**src/rtl/snitch_icache_pkg.sv**
```systemverilog
// rtl/snitch_icache_pkg.sv - shared types for the icache flush controller
package snitch_icache_pkg;

  typedef enum logic [1:0] {
    IDLE  = 2'd0,
    DRAIN = 2'd1,
    WALK  = 2'd2,
    L0    = 2'd3
  } flush_state_e;

endpackage

```
**src/rtl/cluster_icache_flush_ctrl.sv**
```systemverilog
// rtl/cluster_icache_flush_ctrl.sv - merges per-port flush requests, drains refills, walks the L1 tag RAM
module cluster_icache_flush_ctrl
  import snitch_icache_pkg::*;
#(
  parameter int unsigned NR_FETCH_PORTS = 4,
  parameter int unsigned SET_COUNT      = 128,
  parameter int unsigned WAY_COUNT      = 4,
  localparam int unsigned SET_W         = $clog2(SET_COUNT)
) (
  input  logic                      clk_i,
  input  logic                      rst_i,
  input  logic [NR_FETCH_PORTS-1:0] flush_valid_i,
  output logic [NR_FETCH_PORTS-1:0] flush_ready_o,
  input  logic                      refill_busy_i,
  output logic                      lookup_block_o,
  output logic                      tag_write_valid_o,
  input  logic                      tag_write_ready_i,
  output logic [SET_W-1:0]          tag_write_addr_o,
  output logic [WAY_COUNT-1:0]      tag_write_way_o,
  output logic [NR_FETCH_PORTS-1:0] l0_flush_o
);

  flush_state_e              state_q, state_d;
  logic [SET_W-1:0]          set_q;
  logic [NR_FETCH_PORTS-1:0] pending_q, active_q;
  logic                      init_q;
  logic                      req_any;
  logic                      last_set;

  assign req_any  = |(pending_q | flush_valid_i);
  assign last_set = (set_q == SET_W'(SET_COUNT - 1));

  always_ff @(posedge clk_i) begin
    if (rst_i) begin
      state_q <= DRAIN;
    end else begin
      state_q <= state_d;
    end
  end

  always_comb begin
    state_d = state_q;
    case (state_q)
      IDLE:    if (req_any) state_d = DRAIN;
      DRAIN:   if (!refill_busy_i) state_d = WALK;
      WALK:    if (tag_write_ready_i && last_set) state_d = L0;
      L0:      state_d = IDLE;
      default: state_d = IDLE;
    endcase
  end

  // Requests seen outside IDLE are parked in pending_q and served by a later full pass.
  always_ff @(posedge clk_i) begin
    if (rst_i) begin
      set_q     <= '0;
      pending_q <= '0;
      active_q  <= '0;
      init_q    <= 1'b1;
    end else begin
      case (state_q)
        IDLE: begin
          if (req_any) begin
            active_q  <= pending_q | flush_valid_i;
            pending_q <= '0;
          end
        end
        DRAIN: begin
          pending_q <= pending_q | flush_valid_i;
          if (!refill_busy_i) set_q <= '0;
        end
        WALK: begin
          pending_q <= pending_q | flush_valid_i;
          if (tag_write_ready_i) set_q <= set_q + SET_W'(1);
        end
        L0: begin
          pending_q <= pending_q | flush_valid_i;
          active_q  <= '0;
          init_q    <= 1'b0;
        end
        default: ;
      endcase
    end
  end

  always_comb begin
    flush_ready_o     = init_q ? '0 : ~(pending_q | active_q);
    lookup_block_o    = (state_q != IDLE);
    tag_write_valid_o = (state_q == WALK);
    tag_write_addr_o  = set_q;
    tag_write_way_o   = (state_q == WALK) ? {WAY_COUNT{1'b1}} : '0;
    l0_flush_o        = (state_q == L0) ? active_q : '0;
  end

endmodule

```
**config.mk**
```make
export PLATFORM = sky130hd
export DESIGN_NAME = cluster_icache_flush_ctrl
export DESIGN_NICKNAME = d
export VERILOG_FILES = /design/src/rtl/snitch_icache_pkg.sv /design/src/rtl/cluster_icache_flush_ctrl.sv
export SDC_FILE = /design/constraint.sdc
export NUM_CORES = 1
export LEC_CHECK = 0
export ABC_AREA = 1
export CAP_MARGIN = 5
export CORE_ASPECT_RATIO = 0.5
export CORE_MARGIN = 8
export CORE_UTILIZATION = 35
export CTS_BUF_LIST = sky130_fd_sc_hd__clkbuf_8
export CTS_CLUSTER_DIAMETER = 120
export DETAILED_ROUTE_END_ITERATION = 8
export HOLD_SLACK_MARGIN = 0.12
export PLACE_DENSITY_LB_ADDON = 0.05
export REMOVE_ABC_BUFFERS = 1
export SLEW_MARGIN = 20
export SYNTH_ARGS = -nofsm -noshare
export SYNTH_HDL_FRONTEND = slang
export SYNTH_SLANG_ARGS = --single-unit
export TNS_END_PERCENT = 100
```
**constraint.sdc**
```tcl
create_clock -name clk_i -period 4.56 [get_ports clk_i]
set_input_delay 0.456 -clock clk_i [delete_from_list [all_inputs] [get_ports clk_i]]
set_output_delay 0.456 -clock clk_i [all_outputs]
set_load 0.02 [all_outputs]
```
==> qor.yml <==
power:
  power_frac_comb_pct: 50.2
  swShare_pct: 42.4
  p_per_area_nw_per_um2: 528
  p_seq_share_pct: 31.5
  power.share.clock_pct: 18.3
  p_sw_mw: 0.305
  leakage_nw: 0.582
  irDropWorstVdd_uv: 192
  internal_power_mw: 0.415
global_routing:
  grt_pass1_wl_microns: 4040
  grt_pass1_vias: 870
  grt_max_degree: 11
  track_usage_pct: 10.2
  antenna_found_initial: 0
  overflow: 0
die:
  ios: 29
  core_sq_um: 2680
  die_area_sq_um: 4990
  chipWidth_microns: 92.2
  start_util_pct: 37.9
  die_h_microns: 54.1
  rows: 13
critical_path:
  critPathMaxStageDelay_ps: 690
  reg2reg_from: "state_q[0]$_SDFFE_PP1P_"
  endpoint_kind: "output pin"
  crit_path_top_delay_cell: "clkdlybuf4s50_1"
  start_kind: "flop"
  r2r_end: "tag_write_addr_o[5]$_SDFFE_PP0P_"
  crit_chain: "inv_1 > ha_1 > clkdlybuf4s50_1"
  crit_required_ps: 4100
  path_class: "reg2out"
  worst-path-max-fanout: 10
  arrival_ps: 1780
  r2r_cells: 7
  rrSetupSlack_ps: 2800
synthesis:
  synth_seq_cells: 18
  synth_area_sq_um: 1020
  yosys_warnings: 0
  synth_cell_types: 27
  yosysSeqAreaShare_pct: 35.4
  synth.avg_cell_area_sq_um: 7.02
  netlist_instances: 145
place:
  dp_hpwl_microns: 1910
  dp_cells: 205
  gp_congestion: 0.798
  port_buffers: 28
min_path:
  min_to: "active_q[1]$_SDFFE_PP0P_"
  min_path_type: "reg2reg"
  min_delay_path_depth: 2
  min_from: "active_q[1]$_SDFFE_PP0P_"
cts:
  cts.reportedPaths.clkPinSlew_ps: 70
  cts_root_buffer: "clkbuf_8"
  h-tree-depth: 1
  worstSkewPairLatency_ps: 250
  holdBufCountCts: 0
  cts_buffer_depth: 2
  cts_tree: "done"
  cts_buffers: 3
  post_cts_buffers: 0
  clock_sinks: 18
  cts_resized: 0
sta:
  slew_headroom_pct: 67.9
  clock.fmax_mhz: 446
  post-route-min-period_ps: 2240
  worst_pin_slew_ps: 476
  timing.final.crit_share_pct: 49.1
  hold_violations: 0
  setup_violations: 0
  timing.setup.tns_ps: 0
  maxSlewViolCount: 0
  rsz0062_at_grt: "no"
  skew_ps: 1.96
route:
  routed_wl_microns: 2390
  drt_iter0_markers: 20
  via_per_inst: 4.52
  ant_nets: 0
  via_count: 944
  wl_per_cell_microns: 11.4
  drc_errors: 0
  firstDrtPassIters: 4
final_layout:
  final_layout_size_suffix_gt1_share_pct: 10.5
  area_growth_pct: 34.1
  final_common_cell: "nand2_1"
  fin_nets: 187
  diodes: 0
  layout_common_cells: "nand2_1 (31), clkdlybuf4s50_1 (28), nor2_1 (19)"
  final_cells: 209
run_status:
  outcome: "completed"
run:
  max_cap_viol_count: 0
cell usage after synthesis:
master    count  area, sq um
nand2_2       4         25.0
nand2_4       1         11.3
inv_4         1         6.26
nand3_1       9         45.0
nand4_1       1         6.26
clkinv_1      1         3.75
nand3_4       1         17.5
nand2_1      31          116
ha_1          6         75.1
nor3_1        6         30.0
dfxtp_1      18          360
o21bai_1      1         7.51
a21oi_1       8         40.0
buf_4         4         30.0
a211oi_1      1         7.51
nor2_2        4         25.0
inv_2         2         7.51
inv_1        18         67.6
a31oi_1       1         6.26
a31o_1        1         8.76
buf_2         1         5.00
o21ai_0       1         5.00
o21ai_1       1         5.00
xor2_1        1         8.76
nor2_1       19         71.3
nand3_2       1         10.0
nand3b_1      2         15.0
power groups by stage:
stage / registers, mW / clock network [mW] / logic, mW
after floorplan: 0.227 / 0 / 0.242
after global placement: 0.231 / 0 / 0.362
after detailed placement: 0.231 / 0 / 0.363
after CTS: 0.227 / 0.139 / 0.365
after global routing: 0.234 / 0.148 / 0.411
final: 0.226 / 0.132 / 0.361
per-stage QoR:
stage	power [mW]	setup slack, ps	instance area [sq um]	hold slack [ps]	utilization (%)
finish	0.719	2320	1360	485	50.8
global route	0.792	2190	1360	528	50.8
CTS	0.731	2290	1360	489	50.8
detailed placement	0.593	2580	1310	478	48.8
global placement	0.593	2610	1310	473	48.8
floorplan	0.469	2510	982	446	-
cell type report:
class	instances	area, sq um
sequential	18	360
fill	269	1320
tap	37	46.3
clock buffer	4	55.1
inverter	22	85.1
timing repair buffer	28	280
multi-input combinational	100	537
state kept, by name, summed over array words and instances (netlist names):
register,cells
state_q,2
tag_write_addr_o,7
pending_q,4
active_q,4
init_q,1
logic make-up after synthesis:
kind of cell / share of synthesized area [%]
AO/OA/AOI/OAI: 7.87
flip-flops: 35.4
buffers and inverters: 11.8
AND/OR/NAND/NOR: 36.7
adder cells (fa/ha/maj): 7.38
XOR/XNOR: 0.861
metal layers:
| metal | track usage (%) | share of wire, % | vias up | wire length [microns] |
|---|---|---|---|---|
| li1 | - | - | 506 | - |
| met1 | 12.7 | 50 | 412 | 1210 |
| met2 | 16.0 | 42 | 26 | 1000 |
| met3 | 4.71 | 7.7 | 0 | 184 |
| met4 | 1.58 | 0 | 0 | 0 |
| met5 | 0 | 0 | - | 0 |
critical path, delay by kind of cell (launching register included):
kind | cells | cell delay [ps]
buffers and inverters | 2 | 800
adder cells (fa/ha/maj) | 1 | 390
flip-flops | 1 | 340
how the worst max path moves through the flow:
stage,start,to,slack (ps),depth (start not counted)
global placement,state_q[0]$_SDFFE_PP1P_,tag_write_valid_o,2610,3
floorplan,state_q[0]$_SDFFE_PP1P_,tag_write_addr_o[5]$_SDFFE_PP0P_,2510,9
CTS,state_q[0]$_SDFFE_PP1P_,tag_write_way_o[1],2290,3
finish,state_q[0]$_SDFFE_PP1P_,tag_write_way_o[3],2320,3
detailed placement,state_q[0]$_SDFFE_PP1P_,tag_write_way_o[1],2580,3
global route,state_q[0]$_SDFFE_PP1P_,tag_write_valid_o,2190,3
No activity file was read; power rests on OpenSTA's default activity.
